===== config.mk =====
export PLATFORM = sky130hd
export DESIGN_NAME = my_full_adder_flat
export DESIGN_NICKNAME = d
export VERILOG_FILES = /design/src/rtl/my_full_adder_if.sv /design/src/rtl/my_full_adder.sv /design/src/flat_wrapper.sv
export SDC_FILE = /design/constraint.sdc
export NUM_CORES = 1
export LEC_CHECK = 0
export ABC_AREA = 1
export BUFFER_PORTS_ARGS = -buffer_cell sky130_fd_sc_hd__buf_2
export CAP_MARGIN = 20
export CORE_MARGIN = 2
export CORE_UTILIZATION = 44
export CTS_BUF_LIST = sky130_fd_sc_hd__clkbuf_4 sky130_fd_sc_hd__clkbuf_8
export DETAILED_ROUTE_END_ITERATION = 12
export HOLD_SLACK_MARGIN = 0.03
export PLACE_DENSITY = 0.75
export SLEW_MARGIN = 15
export SYNTH_ARGS = -nofsm -noshare
export SYNTH_HDL_FRONTEND = slang
export SYNTH_SLANG_ARGS = --single-unit

===== constraint.sdc =====
create_clock -name clk -period 1.45 [get_ports clk]
set_input_delay 0.2175 -clock clk [delete_from_list [all_inputs] [get_ports clk]]
set_output_delay 0.2175 -clock clk [all_outputs]
set_load 0.1 [all_outputs]

===== src/rtl/my_full_adder_if.sv =====
// Bundles the full-adder data inputs, controls and results so that the
// driver and the adder see one named set of signals.
interface my_full_adder_if #(
    parameter int CNT_W = 8
);
    logic             X;
    logic             Y;
    logic             cin;
    logic             serial_en;
    logic             in_valid;
    logic             clear;
    logic             sum;
    logic             cout;
    logic             sum_q;
    logic             cout_q;
    logic             out_valid;
    logic             carry_q;
    logic [CNT_W-1:0] bit_cnt;

    // Driver side: supplies operands and controls, observes results.
    modport master (
        output X, Y, cin, serial_en, in_valid, clear,
        input  sum, cout, sum_q, cout_q, out_valid, carry_q, bit_cnt
    );

    // Adder side.
    modport slave (
        input  X, Y, cin, serial_en, in_valid, clear,
        output sum, cout, sum_q, cout_q, out_valid, carry_q, bit_cnt
    );
endinterface


===== src/rtl/my_full_adder.sv =====
// Single-bit full adder with a combinational result, a registered copy of
// it, and an optional bit-serial mode in which the carry is kept in a
// register between beats and the processed bits are counted.
module my_full_adder #(
    parameter int CNT_W = 8
) (
    input logic           clk,
    input logic           rst,
    my_full_adder_if.slave bus
);

    logic             c_eff;
    logic             sum;
    logic             cout;
    logic             sum_q;
    logic             cout_q;
    logic             vld_q;
    logic             carry_q;
    logic [CNT_W-1:0] bit_cnt;

    // Carry source: stored serial carry or the external carry-in.
    always_comb begin
        c_eff = bus.serial_en ? carry_q : bus.cin;
        sum   = bus.X ^ bus.Y ^ c_eff;
        cout  = (bus.X & bus.Y) | (bus.X & c_eff) | (bus.Y & c_eff);
    end

    // Registered result; loads on valid beats, holds otherwise. The valid
    // flag only marks the cycle right after a load.
    always_ff @(posedge clk or posedge rst) begin
        if (rst) begin
            sum_q  <= 1'b0;
            cout_q <= 1'b0;
            vld_q  <= 1'b0;
        end else begin
            vld_q <= bus.in_valid;
            if (bus.in_valid) begin
                sum_q  <= sum;
                cout_q <= cout;
            end
        end
    end

    // Serial state. Clear wins over a serial beat; the result register above
    // still captures that beat using the carry from before the clear.
    always_ff @(posedge clk or posedge rst) begin
        if (rst) begin
            carry_q <= 1'b0;
            bit_cnt <= '0;
        end else if (bus.clear) begin
            carry_q <= 1'b0;
            bit_cnt <= '0;
        end else if (bus.in_valid && bus.serial_en) begin
            carry_q <= cout;
            bit_cnt <= bit_cnt + 1'b1;  // wraps silently
        end
    end

    assign bus.sum       = sum;
    assign bus.cout      = cout;
    assign bus.sum_q     = sum_q;
    assign bus.cout_q    = cout_q;
    assign bus.out_valid = vld_q;
    assign bus.carry_q   = carry_q;
    assign bus.bit_cnt   = bit_cnt;

endmodule


===== src/flat_wrapper.sv =====
// flat-port wrapper written by rule: the top's interface ports become plain ports
module my_full_adder_flat 
#(
    parameter int CNT_W = 8
)
  (clk, rst, bus_X, bus_Y, bus_cin, bus_serial_en, bus_in_valid, bus_clear, bus_sum, bus_cout, bus_sum_q, bus_cout_q, bus_out_valid, bus_carry_q, bus_bit_cnt);
  my_full_adder_if #(.CNT_W(CNT_W)) bus_i ();
  input logic clk;
  input logic rst;
  input wire logic [$bits(bus_i.X)-1:0] bus_X;
  input wire logic [$bits(bus_i.Y)-1:0] bus_Y;
  input wire logic [$bits(bus_i.cin)-1:0] bus_cin;
  input wire logic [$bits(bus_i.serial_en)-1:0] bus_serial_en;
  input wire logic [$bits(bus_i.in_valid)-1:0] bus_in_valid;
  input wire logic [$bits(bus_i.clear)-1:0] bus_clear;
  output wire logic [$bits(bus_i.sum)-1:0] bus_sum;
  output wire logic [$bits(bus_i.cout)-1:0] bus_cout;
  output wire logic [$bits(bus_i.sum_q)-1:0] bus_sum_q;
  output wire logic [$bits(bus_i.cout_q)-1:0] bus_cout_q;
  output wire logic [$bits(bus_i.out_valid)-1:0] bus_out_valid;
  output wire logic [$bits(bus_i.carry_q)-1:0] bus_carry_q;
  output wire logic [$bits(bus_i.bit_cnt)-1:0] bus_bit_cnt;
  assign bus_i.X = bus_X;
  assign bus_i.Y = bus_Y;
  assign bus_i.cin = bus_cin;
  assign bus_i.serial_en = bus_serial_en;
  assign bus_i.in_valid = bus_in_valid;
  assign bus_i.clear = bus_clear;
  assign bus_sum = bus_i.sum;
  assign bus_cout = bus_i.cout;
  assign bus_sum_q = bus_i.sum_q;
  assign bus_cout_q = bus_i.cout_q;
  assign bus_out_valid = bus_i.out_valid;
  assign bus_carry_q = bus_i.carry_q;
  assign bus_bit_cnt = bus_i.bit_cnt;
  my_full_adder #(.CNT_W(CNT_W)) u_core (.clk(clk), .rst(rst), .bus(bus_i));
endmodule

==> results.ini <==
[grt]
globalRoute.totalOverflow=0
first_global_vias=469
grt_util_all_layers_pct=20.1
grt_max_degree=13
first_pass_grt_wire_length_mm=2.01
initial_antenna_violation_count=0

[cts]
root_buffer=sky130_fd_sc_hd__clkbuf_4
ctsHtreeMaxLevel=1
tritoncts=done
path_clk_slew_ns=0.07
clock_tree.buffer_depth=2
cts_made_buffers=3
insertion_delay_ns=0.27
clock-sinks=12

[power]
max-vdd-ir-drop_mv=0.794
power_per_cell_area_mw_per_mm2=1020
cellLeakagePower_nw=0.465

[routing]
post_drt_wl_per_cell_um=11.7
vias=562
drt-total-wl_mm=1.37
post-route-drc-count=0
route.detailed.vias_per_inst=4.80
firstDrtPassIters=4
final_antenna_net_count=0
detailedRoute.firstIterationViolations=7

[floorplan]
die_w_um=41.1
std_cell_rows=13
die_area_mm2=0.00169
coreArea_mm2=0.00130
io_pins=22
initial_utilization_pct=46.6
die_span_y_um=41.1

[critical_path]
cp-end-kind=primary output
slowest_stage=sky130_fd_sc_hd__fa_2
arrival_ns=1.76
worst-setup-path-type=reg2out
cp_cell_sequence=mux2_4, fa_2, buf_12
worstSetupStartpointType=register
critical_path.max_stage_delay_ns=0.56
path_max_fanout=2
critical_path.n_buffers_inverters=1
cpLargestDelayFamily=adder cells
critical_path_required_ns=1.23

[synth]
post_synth_num_cell_types=13
post_synth_instance_area_um2=607
synth-seq-cells=12
synth.area.top_cells=sky130_fd_sc_hd__dfrtp_1, sky130_fd_sc_hd__nand2_1, sky130_fd_sc_hd__inv_1
synthesis.area_per_instance_um2=8.20
most_common_cell_in_the_synthesized_netlist=sky130_fd_sc_hd__nand2_1
syn_nets=84
netlist_instances=74
synth_seq_area_share_pct=49.5
synth_edf_count=0
synth.cells.most_frequent=sky130_fd_sc_hd__nand2_1, sky130_fd_sc_hd__dfrtp_1, sky130_fd_sc_hd__inv_1
synth_largest_type_area_fraction_pct=49.5
async_flop_share_pct=100
ys.warnings.count=0
yosys_most_used_dff=sky130_fd_sc_hd__dfrtp_1
synth_top_cell_by_area=sky130_fd_sc_hd__dfrtp_1

[run_status]
outcome=complete, but fails checks
violations=negative setup slack

[sta]
period_share_pct=136
timing.final.setup_violations=5
grt_setup_unrepaired=true
finalCriticalPeriod_ns=1.97
maxSlewHeadroom_pct=67.5
hold_viol_final=0
report.final.slew_viol_count=0
clock.fmax_mhz=507
worst_clock_skew_ns=0.000763
worst_pin_slew_ns=0.491
layout_setup_ws_ns=-0.523

[job]
cap_violations=0

[placed_design]
gp_routability_congestion=0.729
place.port_buffers=21
pre_cts_setup_slack_ns=-0.245
post-dp-hpwl_mm=1.00

[layout]
fin_nets=114
final_core_utilization_pct=65.9
post_route_cells_drive_above_1_share_pct=43.1
antenna_cells_inserted=0
layout-area-overhead-vs-synth_pct=41.2

[hold_path]
class_of_the_worst_hold_path=in2reg

-- routing by layer --
layer  GRT usage [%]  wire length [um]
met2            33.6               685
met5               0                 0
met3            6.52                74
met4            12.1                31
met1            21.9               574
-- worst paths after layout --
path | from | endpoint | slack, ns | depth (start not counted)
setup reg to reg | u_core.bus.carry_q | u_core.bus.cout_q | -0.19 | 4
max in group asynchronous | rst | u_core.bus.carry_q | 0.61 | 3
hold reg to reg | u_core.bus.cout_q | u_core.bus.cout_q | 0.51 | 1
min in group asynchronous | rst | u_core.bus.carry_q | 0.49 | 3
hold / removal | bus_clear | u_core.bus.carry_q | 0.12 | 2
setup / recovery | u_core.bus.carry_q | bus_sum | -0.52 | 3
-- where the power goes --
group / leakage (nW) / internal [mW] / switching [mW]
registers: 0.147 / 0.351 / 0.0109
logic: 0.305 / 0.0857 / 0.228
clock network: 0.0138 / 0.0961 / 0.103
total: 0.465 / 0.533 / 0.342
-- worst reg2reg max path: stages (launching register included) --
cell and delay, ns:
sky130_fd_sc_hd__dfrtp_4 0.48, sky130_fd_sc_hd__mux2_4 0.27, sky130_fd_sc_hd__fa_2 0.39, sky130_fd_sc_hd__buf_6 0.15, sky130_fd_sc_hd__mux2_4 0.25
-- stage by stage --
stage / instance area, um^2 / instances / hold slack [ns] / setup TNS [ns] / power (mW)
2_1_floorplan: 633 / 74 / 0.0817 / -2.45 / 0.595
3_3_place_gp: 787 / 112 / 0.243 / -0.528 / 0.655
3_5_place_dp: 787 / 112 / 0.247 / -0.609 / 0.662
4_1_cts: 846 / 117 / 0.117 / -1.19 / 0.878
5_1_grt: 857 / 117 / 0.110 / -1.39 / 0.914
6_report: 857 / 117 / 0.122 / -1.24 / 0.875
-- area by class of cell --
cell class / count / area (um^2)
timing repair buffer: 25 / 171
sequential: 12 / 313
clock buffer: 3 / 22.5
multi-input combinational: 49 / 283
tap: 15 / 18.8
fill: 114 / 444
inverter: 13 / 48.8
-- placed cells by master (no fill, tap or decap), drive strengths merged --
cell	count
mux2	3
fa	1
a21oi	5
inv	13
nor2	11
clkbuf	3
nand3	6
o21ai	2
dlygate4sd3	1
ha	1
nand2	20
dfrtp	12
buf	24
-- sequential cells by signal, indices dropped and copies added (netlist names) --
register / count
u_core.bus.cout_q: 1
u_core.bus.carry_q: 1
u_core.bus.bit_cnt: 8
u_core.bus.sum_q: 1
u_core.bus.out_valid: 1
-- logic make-up after synthesis --
logic type / Yosys count / synth area share, %
DFF: 12 / 49.5
adders and majority gates: 2 / 5.36
AOI/OAI and AO/OA: 7 / 5.77
muxes: 3 / 5.57
buffers and inverters: 13 / 8.04
and+or+nand+nor: 37 / 25.8
-- repair_timing --
| action | CTS | global route |
|---|---|---|
| endpoints found under the setup margin | 4 | 5 |
| hold buffers | 1 | 0 |
| hold endpoints to repair | 12 | 0 |
| pin swaps | 1 | 0 |
| gates cloned | 0 | 0 |
| setup buffers | 1 | 1 |
| gates resized for setup | 5 | 4 |
Note: power is estimated with default switching activity, not from simulation.
